==> src/rtl/mem_access_ctrl.sv <==
`timescale 1ns/1ps
// mem_access_ctrl
// Load/store access controller between the CPU memory stage and two data
// targets: a 1024-word synchronous data RAM and a memory-mapped peripheral
// bus. One access is handled at a time. Word addresses below RAM_WORDS go to
// RAM; every other address goes to the peripheral bus. RAM accesses take a
// fixed two cycles after acceptance. Peripheral accesses wait for per_ack_i,
// bounded by TIMEOUT cycles. Completion is a registered one-cycle pulse.
//
// Ports
//   clk_i, rst_ni                  clock, async active-low reset
//   cpu_req_i/we_i/addr_i/wdata_i  access request from the CPU (sampled in IDLE)
//   cpu_rdata_o                    load data register
//   cpu_done_o, cpu_err_o          completion pulse, timeout flag
//   busy_o                         high while an access is in flight
//   ram_addr_o/we_o/wdata_o        RAM port
//   ram_rdata_i                    RAM read data, one cycle after address
//   per_req_o/we_o/addr_o/wdata_o  peripheral request, held until ack/timeout
//   per_rdata_i, per_ack_i         peripheral response
//
// state    | meaning
// IDLE     | waiting for cpu_req_i; completion pulse cycle
// RAM_ACC  | RAM address (and write strobe for stores) presented
// RAM_RD   | RAM read data valid; completes at the next edge
// PER_WAIT | peripheral request held; waiting for ack or timeout

module mem_access_ctrl #(
  parameter int unsigned RAM_WORDS = 1024,
  parameter int unsigned TIMEOUT   = 15
) (
  input  logic        clk_i,
  input  logic        rst_ni,
  input  logic        cpu_req_i,
  input  logic        cpu_we_i,
  input  logic [31:0] cpu_addr_i,
  input  logic [31:0] cpu_wdata_i,
  output logic [31:0] cpu_rdata_o,
  output logic        cpu_done_o,
  output logic        cpu_err_o,
  output logic        busy_o,
  output logic [9:0]  ram_addr_o,
  output logic        ram_we_o,
  output logic [31:0] ram_wdata_o,
  input  logic [31:0] ram_rdata_i,
  output logic        per_req_o,
  output logic        per_we_o,
  output logic [31:0] per_addr_o,
  output logic [31:0] per_wdata_o,
  input  logic [31:0] per_rdata_i,
  input  logic        per_ack_i
);

  // Counter only needs to reach TIMEOUT-1, so it can never wrap.
  localparam int unsigned CNT_W = $clog2(TIMEOUT);
  localparam logic [CNT_W-1:0] CNT_LAST = CNT_W'(TIMEOUT - 1);

  typedef enum logic [1:0] {
    IDLE     = 2'd0,
    RAM_ACC  = 2'd1,
    RAM_RD   = 2'd2,
    PER_WAIT = 2'd3
  } state_t;

  state_t           state_q, state_d;
  logic [31:0]      addr_q, addr_d;
  logic             we_q, we_d;
  logic [31:0]      wdata_q, wdata_d;
  logic [CNT_W-1:0] cnt_q, cnt_d;
  logic [31:0]      rdata_q, rdata_d;
  logic             done_q, done_d;
  logic             err_q, err_d;

  always_ff @(posedge clk_i or negedge rst_ni) begin
    if (!rst_ni) begin
      state_q <= IDLE;
      addr_q  <= '0;
      we_q    <= 1'b0;
      wdata_q <= '0;
      cnt_q   <= '0;
      rdata_q <= '0;
      done_q  <= 1'b0;
      err_q   <= 1'b0;
    end else begin
      state_q <= state_d;
      addr_q  <= addr_d;
      we_q    <= we_d;
      wdata_q <= wdata_d;
      cnt_q   <= cnt_d;
      rdata_q <= rdata_d;
      done_q  <= done_d;
      err_q   <= err_d;
    end
  end

  always_comb begin
    state_d = state_q;
    addr_d  = addr_q;
    we_d    = we_q;
    wdata_d = wdata_q;
    cnt_d   = cnt_q;
    rdata_d = rdata_q;
    done_d  = 1'b0;
    err_d   = 1'b0;

    unique case (state_q)
      IDLE: begin
        if (cpu_req_i) begin
          addr_d  = cpu_addr_i;
          we_d    = cpu_we_i;
          wdata_d = cpu_wdata_i;
          // Full 32-bit unsigned compare: high addresses never alias into RAM.
          if (cpu_addr_i < RAM_WORDS) begin
            state_d = RAM_ACC;
          end else begin
            state_d = PER_WAIT;
            cnt_d   = '0;
          end
        end
      end
      RAM_ACC: begin
        state_d = RAM_RD;
      end
      RAM_RD: begin
        done_d  = 1'b1;
        if (!we_q) rdata_d = ram_rdata_i;
        state_d = IDLE;
      end
      PER_WAIT: begin
        // Ack takes priority over a coincident timeout.
        if (per_ack_i) begin
          done_d  = 1'b1;
          if (!we_q) rdata_d = per_rdata_i;
          state_d = IDLE;
        end else if (cnt_q == CNT_LAST) begin
          done_d  = 1'b1;
          err_d   = 1'b1;
          if (!we_q) rdata_d = '0;
          state_d = IDLE;
        end else begin
          cnt_d = cnt_q + CNT_W'(1);
        end
      end
      default: state_d = IDLE;
    endcase
  end

  // Outputs decode straight from registered state so that an asynchronous
  // reset drops per_req_o and ram_we_o without waiting for an edge.
  assign busy_o      = (state_q != IDLE);
  assign cpu_rdata_o = rdata_q;
  assign cpu_done_o  = done_q;
  assign cpu_err_o   = err_q;

  assign ram_addr_o  = addr_q[9:0];
  assign ram_we_o    = (state_q == RAM_ACC) && we_q;
  assign ram_wdata_o = wdata_q;

  assign per_req_o   = (state_q == PER_WAIT);
  assign per_we_o    = (state_q == PER_WAIT) && we_q;
  assign per_addr_o  = addr_q;
  assign per_wdata_o = wdata_q;

endmodule

==> config.mk <==
export PLATFORM = sky130hd
export DESIGN_NAME = mem_access_ctrl
export DESIGN_NICKNAME = d
export VERILOG_FILES = /design/src/rtl/mem_access_ctrl.sv
export SDC_FILE = /design/constraint.sdc
export NUM_CORES = 1
export LEC_CHECK = 0
export BUFFER_PORTS_ARGS = -buffer_cell sky130_fd_sc_hd__buf_2
export CORE_AREA = 2 2 106 108
export CTS_CLUSTER_SIZE = 14
export DETAILED_ROUTE_END_ITERATION = 16
export DIE_AREA = 0 0 108 110
export GPL_TIMING_DRIVEN = 0
export MAX_ROUTING_LAYER = met4
export PLACE_DENSITY = 0.8
export SLEW_MARGIN = 20
export SYNTH_ARGS = -nofsm -noshare
export SYNTH_HDL_FRONTEND = slang
export SYNTH_SLANG_ARGS = --single-unit
==> constraint.sdc <==
create_clock -name clk_i -period 2.85 [get_ports clk_i]
set_input_delay 0.4275 -clock clk_i [delete_from_list [all_inputs] [get_ports clk_i]]
set_output_delay 0.4275 -clock clk_i [all_outputs]
set_load 0.1 [all_outputs]
==> impl_metrics.tcl <==
set metrics [dict create \
    run_status "finished, final reports clean" \
    hold_path.class "input pin to register" \
    slew_viol_final 0 \
    cts_buffers 9 \
    dp_hpwl_um 10570 \
    path_max_fanout 10 \
    layout-drive-gt1-share_pct 59.48 \
    crit_path_max_incr_delay_ps 530 \
    fin_setup_tns_ps 0 \
    timing.hold.ws_ps 276.9 \
    grt_start_max_net_pins 61 \
    synth_cell_types 29 \
    drt_iter0_drc 235 \
    synth-seq-cells 105 \
    ys_seq_area_share_pct 56.42 \
    fmax_mhz 405.9 \
    hold_viol_final 0 \
    clk_pin_slew_worst_paths_ps 110 \
    fin_crit_ps 2464 \
    cts_max_path_buffers 2 \
    gp_congestion 0.8424 \
    detail-route-antenna-nets 0 \
    fin_cells 836 \
    syn_area_per_cell_um2 11.56 \
    syn2layout_area_growth_pct 39.12 \
    routedWlPerCell_um 16.12 \
    setup_viol 0 \
    drc 0 \
    cts.sinks 105 \
    cp.required_ps 2420 \
    start_util_pct 43.53 \
    drt-total-wl_um 13480 \
    ys_top_cells_by_count "105 x dfrtp_1, 65 x mux2_2, 42 x buf_4" \
    ys_warn_count 0 \
    crit_slowest_cell "buf_2" \
    clk_latency_ps 370 \
    start_kind "register" \
    first_pass_iters 6 \
    yosys.area.top_type "dfrtp_1" \
    finalClockSkew_ps 13.53 \
    num_vias 4193 \
    worst_pin_slew_ps 617.8 \
    antennaDiodeCount 0 \
    die_y_um 110 \
    fillers 914 \
    nNetsFinal 826 \
    synth_top_flop_cell "dfrtp_1" \
    path_class "register to primary output" \
    root_buffer "clkbuf_8" \
    core_area_um2 10700 \
    grt_use_total_pct 22.76 \
    htreeDepth 3 \
    syn_area_um2 4657 \
    overflow 0 \
    die_width_um 108 \
    netlist.area_leader.share_pct 56.42 \
    min_period_over_period_pct 86.45 \
    antenna_found_initial 0 \
    netlist_instances 403 \
    yosysMostFrequentCell "dfrtp_1" \
    cts-resized-gates 0 \
    cp-end-kind "primary output" \
    cts_setup_buffers 0 \
    grt_pass1_wl_um 20150 \
    dp_slack_ps 618.2 \
    port_buffers 275 \
    path_cells "nand2_1 -> clkinv_1 -> clkbuf_1 -> buf_2" \
    dp.cells 819 \
    grt_setup_unrepaired "no" \
    die-area_um2 11880 \
    synth_enable_flop_cells 0 \
    cts_tree "done" \
    setup_ws_ps 386.0 \
    maxSlewHeadroom_pct 58.81 \
    ios 277 \
    grt_pass1_vias 4019 \
    async_flop_share_pct 100.0 \
    row_count 38 \
    drt-vias-per-instance 5.016 \
    synthTopCellsByArea "dfrtp_1 56%, mux2_2 16%, buf_4 6.8%, a31oi_1 4.4%, nand3_1 3.7%" \
    cp.arrival_ps 2040 \
    synth_nets 538 \
    max-cap-violations 0 \
]
==> routing by layer <==
layer | track usage, % | part of all wire (%) | vias up
met5 | - | 0 | -
met4 | 9.432 | 2.6 | 0
met3 | 4.174 | 5.9 | 26
met2 | 38.01 | 52 | 156
met1 | 27.40 | 40 | 2068
li1 | - | - | 1943
==> cells in the final DEF, fill, tap and decap left out, types with 3 or more instances in the layout <==
cell type  instances
dfrtp_1          105
inv_1              3
buf_2            282
clkbuf_8          10
clkbuf_1          16
nor2_1            36
nand2_1           34
nor3_1             3
mux2_2            65
nor4_1             4
a31oi_1           33
nand3_1           34
buf_4             42
==> logic make-up after synthesis <==
logic type                 after synthesis  synth area share (%)
muxes                                   67                 16.36
buffers and inverters                   70                 9.242
and+or+nand+nor                        119                 11.45
AOI/OAI and AO/OA                       40                 5.992
DFF                                    105                 56.42
adders and majority gates                2                0.5373
==> registers in the layout, indices dropped and copies added, names as in the netlist <==
signal / cells
we_q: 1
cpu_err_o: 1
cpu_done_o: 1
cnt_q: 4
state_q: 2
cpu_rdata_o: 32
per_wdata_o: 32
per_addr_o: 32
==> path summary, 6_finish.rpt <==
path                       slack [ps]  depth (start not counted)               to      startpoint
min in group asynchronous         580                          2    per_addr_o[4]          rst_ni
max in group asynchronous        1600                          3  cpu_rdata_o[11]          rst_ni
min reg2reg                       510                          1   per_addr_o[10]  per_addr_o[10]
min                               280                          2    per_addr_o[7]   cpu_addr_i[7]
max                               390                          4        per_req_o      state_q[0]
max reg2reg                       630                          6  cpu_rdata_o[13]        cnt_q[0]
==> cell type report <==
class	instances	area [um^2]	area share [%]
plain buffers	66	415.4	6.412
clock buffers	10	137.6	2.124
clock inverters	6	88.84	1.371
inverters	4	15.01	0.2317
multi-input cells	228	1599	24.68
flip-flops and latches	105	2628	40.56
well taps	140	175.2	2.704
repair buffers	277	1420	21.92
==> timing repair <==
item                                    4_1_cts  5_1_grt
endpoints found under the setup margin        0        0
hold buffers                                  1        0
endpoints found under the hold margin        45        0
==> worst max-delay path: cells and delay by family, from the launching register on <==
kind | cells | cell delay [ps]
and+or+nand+nor | 1 | 120
buffers and inverters | 3 | 1090
DFF | 1 | 460
==> stage by stage <==
step,cell area (um^2),util (%)
finish,6479,60.56
floorplan,4657,-
global route,6479,60.56
detailed placement,6242,58.35
global placement,6208,58.04
CTS,6479,60.56
Power is left out: the tool's default activity adds up to more than one toggle a clock period on the data nets, which glitch-free logic cannot reach.
